File: src/rtl/magia_fsync_node.sv
// Two-child barrier node of the fractal sync tree: resolves barriers at NODE_LVL locally, forwards higher ones.
// Optional lone-child timeout is built only when MAGIA_FSYNC_TIMEOUT_EN is defined.

module magia_fsync_slot #(
    parameter int LVL_W    = 4,
    parameter int ID_W     = 8,
    parameter int NODE_LVL = 1
) (
    input  logic             clk_i,
    input  logic             rst_i,
    input  logic             req_i,
    input  logic [LVL_W-1:0] lvl_i,
    input  logic [ID_W-1:0]  id_i,
    input  logic             open_i,
    input  logic             clr_i,
    output logic             acc_o,
    output logic             rej_o,
    output logic             vld_o,
    output logic [LVL_W-1:0] lvl_o,
    output logic [ID_W-1:0]  id_o
);
    assign acc_o = req_i && open_i && !vld_o && (lvl_i >= LVL_W'(NODE_LVL));
    assign rej_o = req_i && !acc_o;

    // clear wins over a same-cycle capture: a completing request never lingers in the slot
    always_ff @(posedge clk_i or posedge rst_i) begin
        if (rst_i) begin
            vld_o <= 1'b0;
            lvl_o <= '0;
            id_o  <= '0;
        end else if (clr_i) begin
            vld_o <= 1'b0;
        end else if (acc_o) begin
            vld_o <= 1'b1;
            lvl_o <= lvl_i;
            id_o  <= id_i;
        end
    end
endmodule

module magia_fsync_node #(
    parameter int LVL_W       = 4,
    parameter int ID_W        = 8,
    parameter int NODE_LVL    = 1,
    parameter int TIMEOUT_CYC = 1024
) (
    input  logic                       clk_i,
    input  logic                       rst_i,
    input  logic [1:0]                 c_req_i,
    input  logic [1:0][LVL_W-1:0]      c_lvl_i,
    input  logic [1:0][ID_W-1:0]       c_id_i,
    output logic [1:0]                 c_wake_o,
    output logic [1:0]                 c_err_o,
    output logic                       up_req_o,
    output logic [LVL_W-1:0]           up_lvl_o,
    output logic [ID_W-1:0]            up_id_o,
    input  logic                       up_ack_i,
    input  logic                       up_wake_i
);
    typedef enum logic [1:0] {COLLECT, WAKE, FWD, WAIT_UP} state_t;

    state_t                 state_q, state_d;
    logic [1:0]             acc, rej, clr, err_d, err_q;
    logic [1:0]             slot_vld, eff_vld;
    logic [1:0][LVL_W-1:0]  slot_lvl, eff_lvl;
    logic [1:0][ID_W-1:0]   slot_id, eff_id;
    logic                   open, both, match, local_lvl, tmo;

    assign open = (state_q == COLLECT);

    for (genvar i = 0; i < 2; i++) begin : g_slot
        magia_fsync_slot #(.LVL_W(LVL_W), .ID_W(ID_W), .NODE_LVL(NODE_LVL)) u_slot (
            .clk_i  (clk_i),
            .rst_i  (rst_i),
            .req_i  (c_req_i[i]),
            .lvl_i  (c_lvl_i[i]),
            .id_i   (c_id_i[i]),
            .open_i (open),
            .clr_i  (clr[i]),
            .acc_o  (acc[i]),
            .rej_o  (rej[i]),
            .vld_o  (slot_vld[i]),
            .lvl_o  (slot_lvl[i]),
            .id_o   (slot_id[i])
        );
        // a same-cycle arrival counts as if it were already in the slot
        assign eff_vld[i] = slot_vld[i] | acc[i];
        assign eff_lvl[i] = acc[i] ? c_lvl_i[i] : slot_lvl[i];
        assign eff_id[i]  = acc[i] ? c_id_i[i]  : slot_id[i];
    end

    assign both      = open && (&eff_vld);
    assign match     = (eff_id[0] == eff_id[1]) && (eff_lvl[0] == eff_lvl[1]);
    assign local_lvl = (eff_lvl[0] == LVL_W'(NODE_LVL));

`ifdef MAGIA_FSYNC_TIMEOUT_EN
    localparam int CNT_W = $clog2(TIMEOUT_CYC + 1);
    logic [CNT_W-1:0] cnt_q;
    logic             lone;

    assign lone = open && (slot_vld[0] ^ slot_vld[1]) && !both;
    assign tmo  = lone && (cnt_q == CNT_W'(TIMEOUT_CYC - 1));

    always_ff @(posedge clk_i or posedge rst_i) begin
        if (rst_i)              cnt_q <= '0;
        else if (!lone || tmo)  cnt_q <= '0;
        else                    cnt_q <= cnt_q + 1'b1;
    end
`else
    assign tmo = 1'b0;
`endif

    always_comb begin
        state_d = state_q;
        clr     = 2'b00;
        err_d   = rej;
        case (state_q)
            COLLECT: begin
                if (both) begin
                    if (!match) begin
                        err_d = 2'b11;
                        clr   = 2'b11;
                    end else if (local_lvl) begin
                        state_d = WAKE;
                        clr     = 2'b11;
                    end else begin
                        state_d = FWD;
                    end
                end else if (tmo) begin
                    err_d = err_d | slot_vld;
                    clr   = slot_vld;
                end
            end
            WAKE: state_d = COLLECT;
            FWD: begin
                if (up_ack_i) begin
                    state_d = up_wake_i ? WAKE : WAIT_UP;
                    if (up_wake_i) clr = 2'b11;
                end
            end
            WAIT_UP: begin
                if (up_wake_i) begin
                    state_d = WAKE;
                    clr     = 2'b11;
                end
            end
            default: state_d = COLLECT;
        endcase
    end

    always_ff @(posedge clk_i or posedge rst_i) begin
        if (rst_i) begin
            state_q <= COLLECT;
            err_q   <= 2'b00;
        end else begin
            state_q <= state_d;
            err_q   <= err_d;
        end
    end

    // an error for a child suppresses its wake in the same cycle
    assign c_wake_o = {2{state_q == WAKE}} & ~err_q;
    assign c_err_o  = err_q;
    assign up_req_o = (state_q == FWD);
    assign up_lvl_o = up_req_o ? slot_lvl[0] : '0;
    assign up_id_o  = up_req_o ? slot_id[0]  : '0;
endmodule

File: config.mk
export PLATFORM = sky130hd
export DESIGN_NAME = magia_fsync_node
export DESIGN_NICKNAME = d
export VERILOG_FILES = /design/src/rtl/magia_fsync_node.sv
export SDC_FILE = /design/constraint.sdc
export NUM_CORES = 1
export LEC_CHECK = 0
export ABC_AREA = 1
export BUFFER_PORTS_ARGS = -buffer_cell sky130_fd_sc_hd__buf_4
export CAP_MARGIN = 20
export CELL_PAD_IN_SITES_DETAIL_PLACEMENT = 2
export CELL_PAD_IN_SITES_GLOBAL_PLACEMENT = 2
export CORE_ASPECT_RATIO = 1.4
export CORE_MARGIN = 5
export CORE_UTILIZATION = 32
export CTS_BUF_LIST = sky130_fd_sc_hd__clkbuf_8
export DETAILED_ROUTE_END_ITERATION = 8
export GPL_TIMING_DRIVEN = 0
export PLACE_DENSITY_LB_ADDON = 0.1
export SLEW_MARGIN = 15
export SYNTH_ARGS = -nofsm -noshare
export SYNTH_HDL_FRONTEND = slang
export SYNTH_SLANG_ARGS = --single-unit
File: constraint.sdc
create_clock -name clk_i -period 4.67 [get_ports clk_i]
set_input_delay 1.401 -clock clk_i [delete_from_list [all_inputs] [get_ports clk_i]]
set_output_delay 1.401 -clock clk_i [all_outputs]
set_load 0.005 [all_outputs]
==> impl_metrics.tcl <==
set metrics [dict create \
    cts_buffers 5 \
    hold-worst-slack_ns 0.473 \
    grt_pass1_vias 2863 \
    portBuffers 46 \
    dp.final_hpwl_um 6780 \
    grt_pass1_wl_um 14400 \
    grt_usage_pct 20.9 \
    cap_violations 0 \
    clockBufferDepth 2 \
    synthCells 392 \
    finalSetupTns_ns 0 \
    yosysTopAreaCellShare_pct 32.0 \
    cts_setup_buffers 0 \
    vias 2685 \
    synth_area_sq_mm 0.00235 \
    min_path_type "flip-flop to flip-flop" \
    grt_max_degree 31 \
    cts-root-buf "clkbuf_8" \
    fin_crit_ns 3.42 \
    cp_slowest_stage_delay_ns 0.45 \
    worstSetupEndpointType "flip-flop" \
    tightestPinTransition_ns 0.741 \
    die_h_um 111 \
    powerDensity_mw_per_mm2 597 \
    yosys.area.top_type "dfrtp_1" \
    startpoint "c_lvl_i[1]" \
    p_sw_share_pct 50.1 \
    clk_pin_slew_worst_paths_ns 0.08 \
    drt_iter0_drc 43 \
    drcViolationCount 0 \
    layout_common_cells "nand2_1, buf_4, nand3_1" \
    cp_cell_sequence "buf_4, nor2_1, nand2_1, clkbuf_1, nand3_1, nand2_1, nand4_1, o22ai_1, inv_2, clkbuf_1, nand3_1, nand2_1" \
    start_util_pct 32.3 \
    rsz0062_at_grt "no" \
    vdd_ir_drop_max_v 0.000205 \
    drive_gt1_share_pct 18.8 \
    ys_ff_latch 30 \
    antenna_found_initial 0 \
    cpMostUsedCell "nand2_1" \
    power_leakage_nw 1.71 \
    pwr-share-seq_pct 26.2 \
    combPwrFrac_pct 60.4 \
    pin_count 47 \
    p_clk_share_pct 13.4 \
    p_sw_mw 0.869 \
    drt-wirelength-per-cell_um 16.6 \
    nets 475 \
    startpoint_type "primary input" \
    dieArea_sq_mm 0.00917 \
    r2r_start "state_q[1]" \
    critical-path-slowest-cell "clkbuf_1" \
    post_drt_via_cell_ratio 4.94 \
    final_common_cell "nand2_1" \
    rows 37 \
    tritoncts "yes" \
    setup_viol 0 \
    fin_skew_ns 0.00612 \
    regToRegSetupSlack_ns 2.00 \
    ys_types 24 \
    hold_violations 0 \
    post_synth.cell_area_avg_sq_um 5.98 \
    required_ns 4.85 \
    worstSetupPathType "primary input to flip-flop" \
    synth_fp_nets 422 \
    yosysWarnings 0 \
    ant_nets 0 \
    place.gp.congestion 0.840 \
    htreeDepth 2 \
    cts_sinks 30 \
    cp.arrival_ns 3.60 \
    area_growth_pct 23.8 \
    slew_viol_final 0 \
    timing.final.crit_share_pct 73.3 \
    worstHoldStart "g_slot[1].u_slot.lvl_o[2]" \
    timing.critical_path.fanout_max 10 \
    clk_latency_ns 0.29 \
    postCtsHoldBufs 0 \
    ys_seq_area_share_pct 32.0 \
    die_w_um 82.4 \
    num-fill-cells 951 \
    overflow 0 \
    intPower_mw 0.865 \
    synth_area_leaders "dfrtp_1, nand2_1, nand3_1" \
    postCtsResizedCells 0 \
    relSlewSlack_pct 50.5 \
    fmax_ghz 0.292 \
    fp.coreArea_sq_mm 0.00727 \
    diodes 0 \
    status "finished clean" \
    dr.pass1.iters 4 \
    wl_um 9000 \
]
-- synthesized netlist by cell type, drive strengths merged --
| library cell | number |
|---|---|
| nand2 | 197 |
| inv | 46 |
| nand3 | 43 |
| nor2 | 31 |
| dfrtp | 30 |
| o21ai | 14 |
| buf | 13 |
| nand3b | 9 |
| clkbuf | 4 |
| o22ai | 2 |
| and3 | 1 |
| nand4 | 1 |
| or2 | 1 |
-- metrics by stage --
| stage | util, % | instances | power (mW) | setup slack, ns | instance area, sq um |
|---|---|---|---|---|---|
| CTS | 40.0 | 543 | 1.76 | 1.25 | 2900 |
| finish | 40.0 | 543 | 1.73 | 1.25 | 2900 |
| global placement | 38.7 | 535 | 1.47 | 0.993 | 2810 |
| detailed placement | 38.7 | 535 | 1.51 | 0.951 | 2810 |
| floorplan | - | 392 | 1.19 | 1.70 | 2350 |
| global route | 40.0 | 543 | 1.91 | 1.07 | 2900 |
-- power by group through the flow --
stage | clock (mW) | sequential, mW | combinational (mW)
finish | 0.232 | 0.455 | 1.05
detailed placement | 0 | 0.459 | 1.06
global placement | 0 | 0.452 | 1.01
CTS | 0.236 | 0.456 | 1.06
global route | 0.249 | 0.471 | 1.19
floorplan | 0 | 0.440 | 0.752
-- routing by layer --
| metal | wire, um | vias up | track usage (%) |
|---|---|---|---|
| met5 | 0 | - | 0 |
| met4 | 191 | 0 | 6.43 |
| met3 | 277 | 10 | 2.76 |
| met2 | 4850 | 48 | 38.8 |
| met1 | 3670 | 1328 | 23.7 |
| li1 | - | 1299 | - |
-- worst max-delay path, delay by kind of cell --
kind                   cells  cell delay (ns)
buffers and inverters      4             1.00
AND/OR/NAND/NOR            7             0.91
AO/OA/AOI/OAI              1             0.27
-- cells by family (layout without fill, tap and decap cells) --
family	after synthesis	in the layout	synth area share (%)
AOI/OAI and AO/OA	16	16	3.68
buffers and inverters	63	117	12.4
DFF	30	30	32.0
and+or+nand+nor	283	283	51.9
-- area by class of cell --
class	count	area [sq um]	share of cell area (%)
inverter	46	173	5.95
tap	97	121	4.18
clock buffer	6	82.6	2.84
multi-input combinational	299	1310	44.9
sequential	30	751	25.9
buffer	17	118	4.05
timing repair buffer	46	345	11.9
clock inverter	2	8.76	0.302
-- worst paths after layout --
kind | to | cells past startpoint
setup / recovery | g_slot[1].u_slot.id_o[7] | 12
hold reg to reg | g_slot[1].u_slot.lvl_o[2] | 2
hold / removal | g_slot[1].u_slot.lvl_o[2] | 2
setup reg to reg | g_slot[1].u_slot.id_o[7] | 12
max in group asynchronous | g_slot[0].u_slot.id_o[2] | 2
min in group asynchronous | g_slot[0].u_slot.lvl_o[3] | 2
-- flip-flops by register name, summed over array words and instances (netlist names) --
signal	flops
g_slot.u_slot.vld_o	2
g_slot.u_slot.id_o	16
state_q	2
c_err_o	2
g_slot.u_slot.lvl_o	8
No activity file was read; power rests on OpenSTA's default activity.
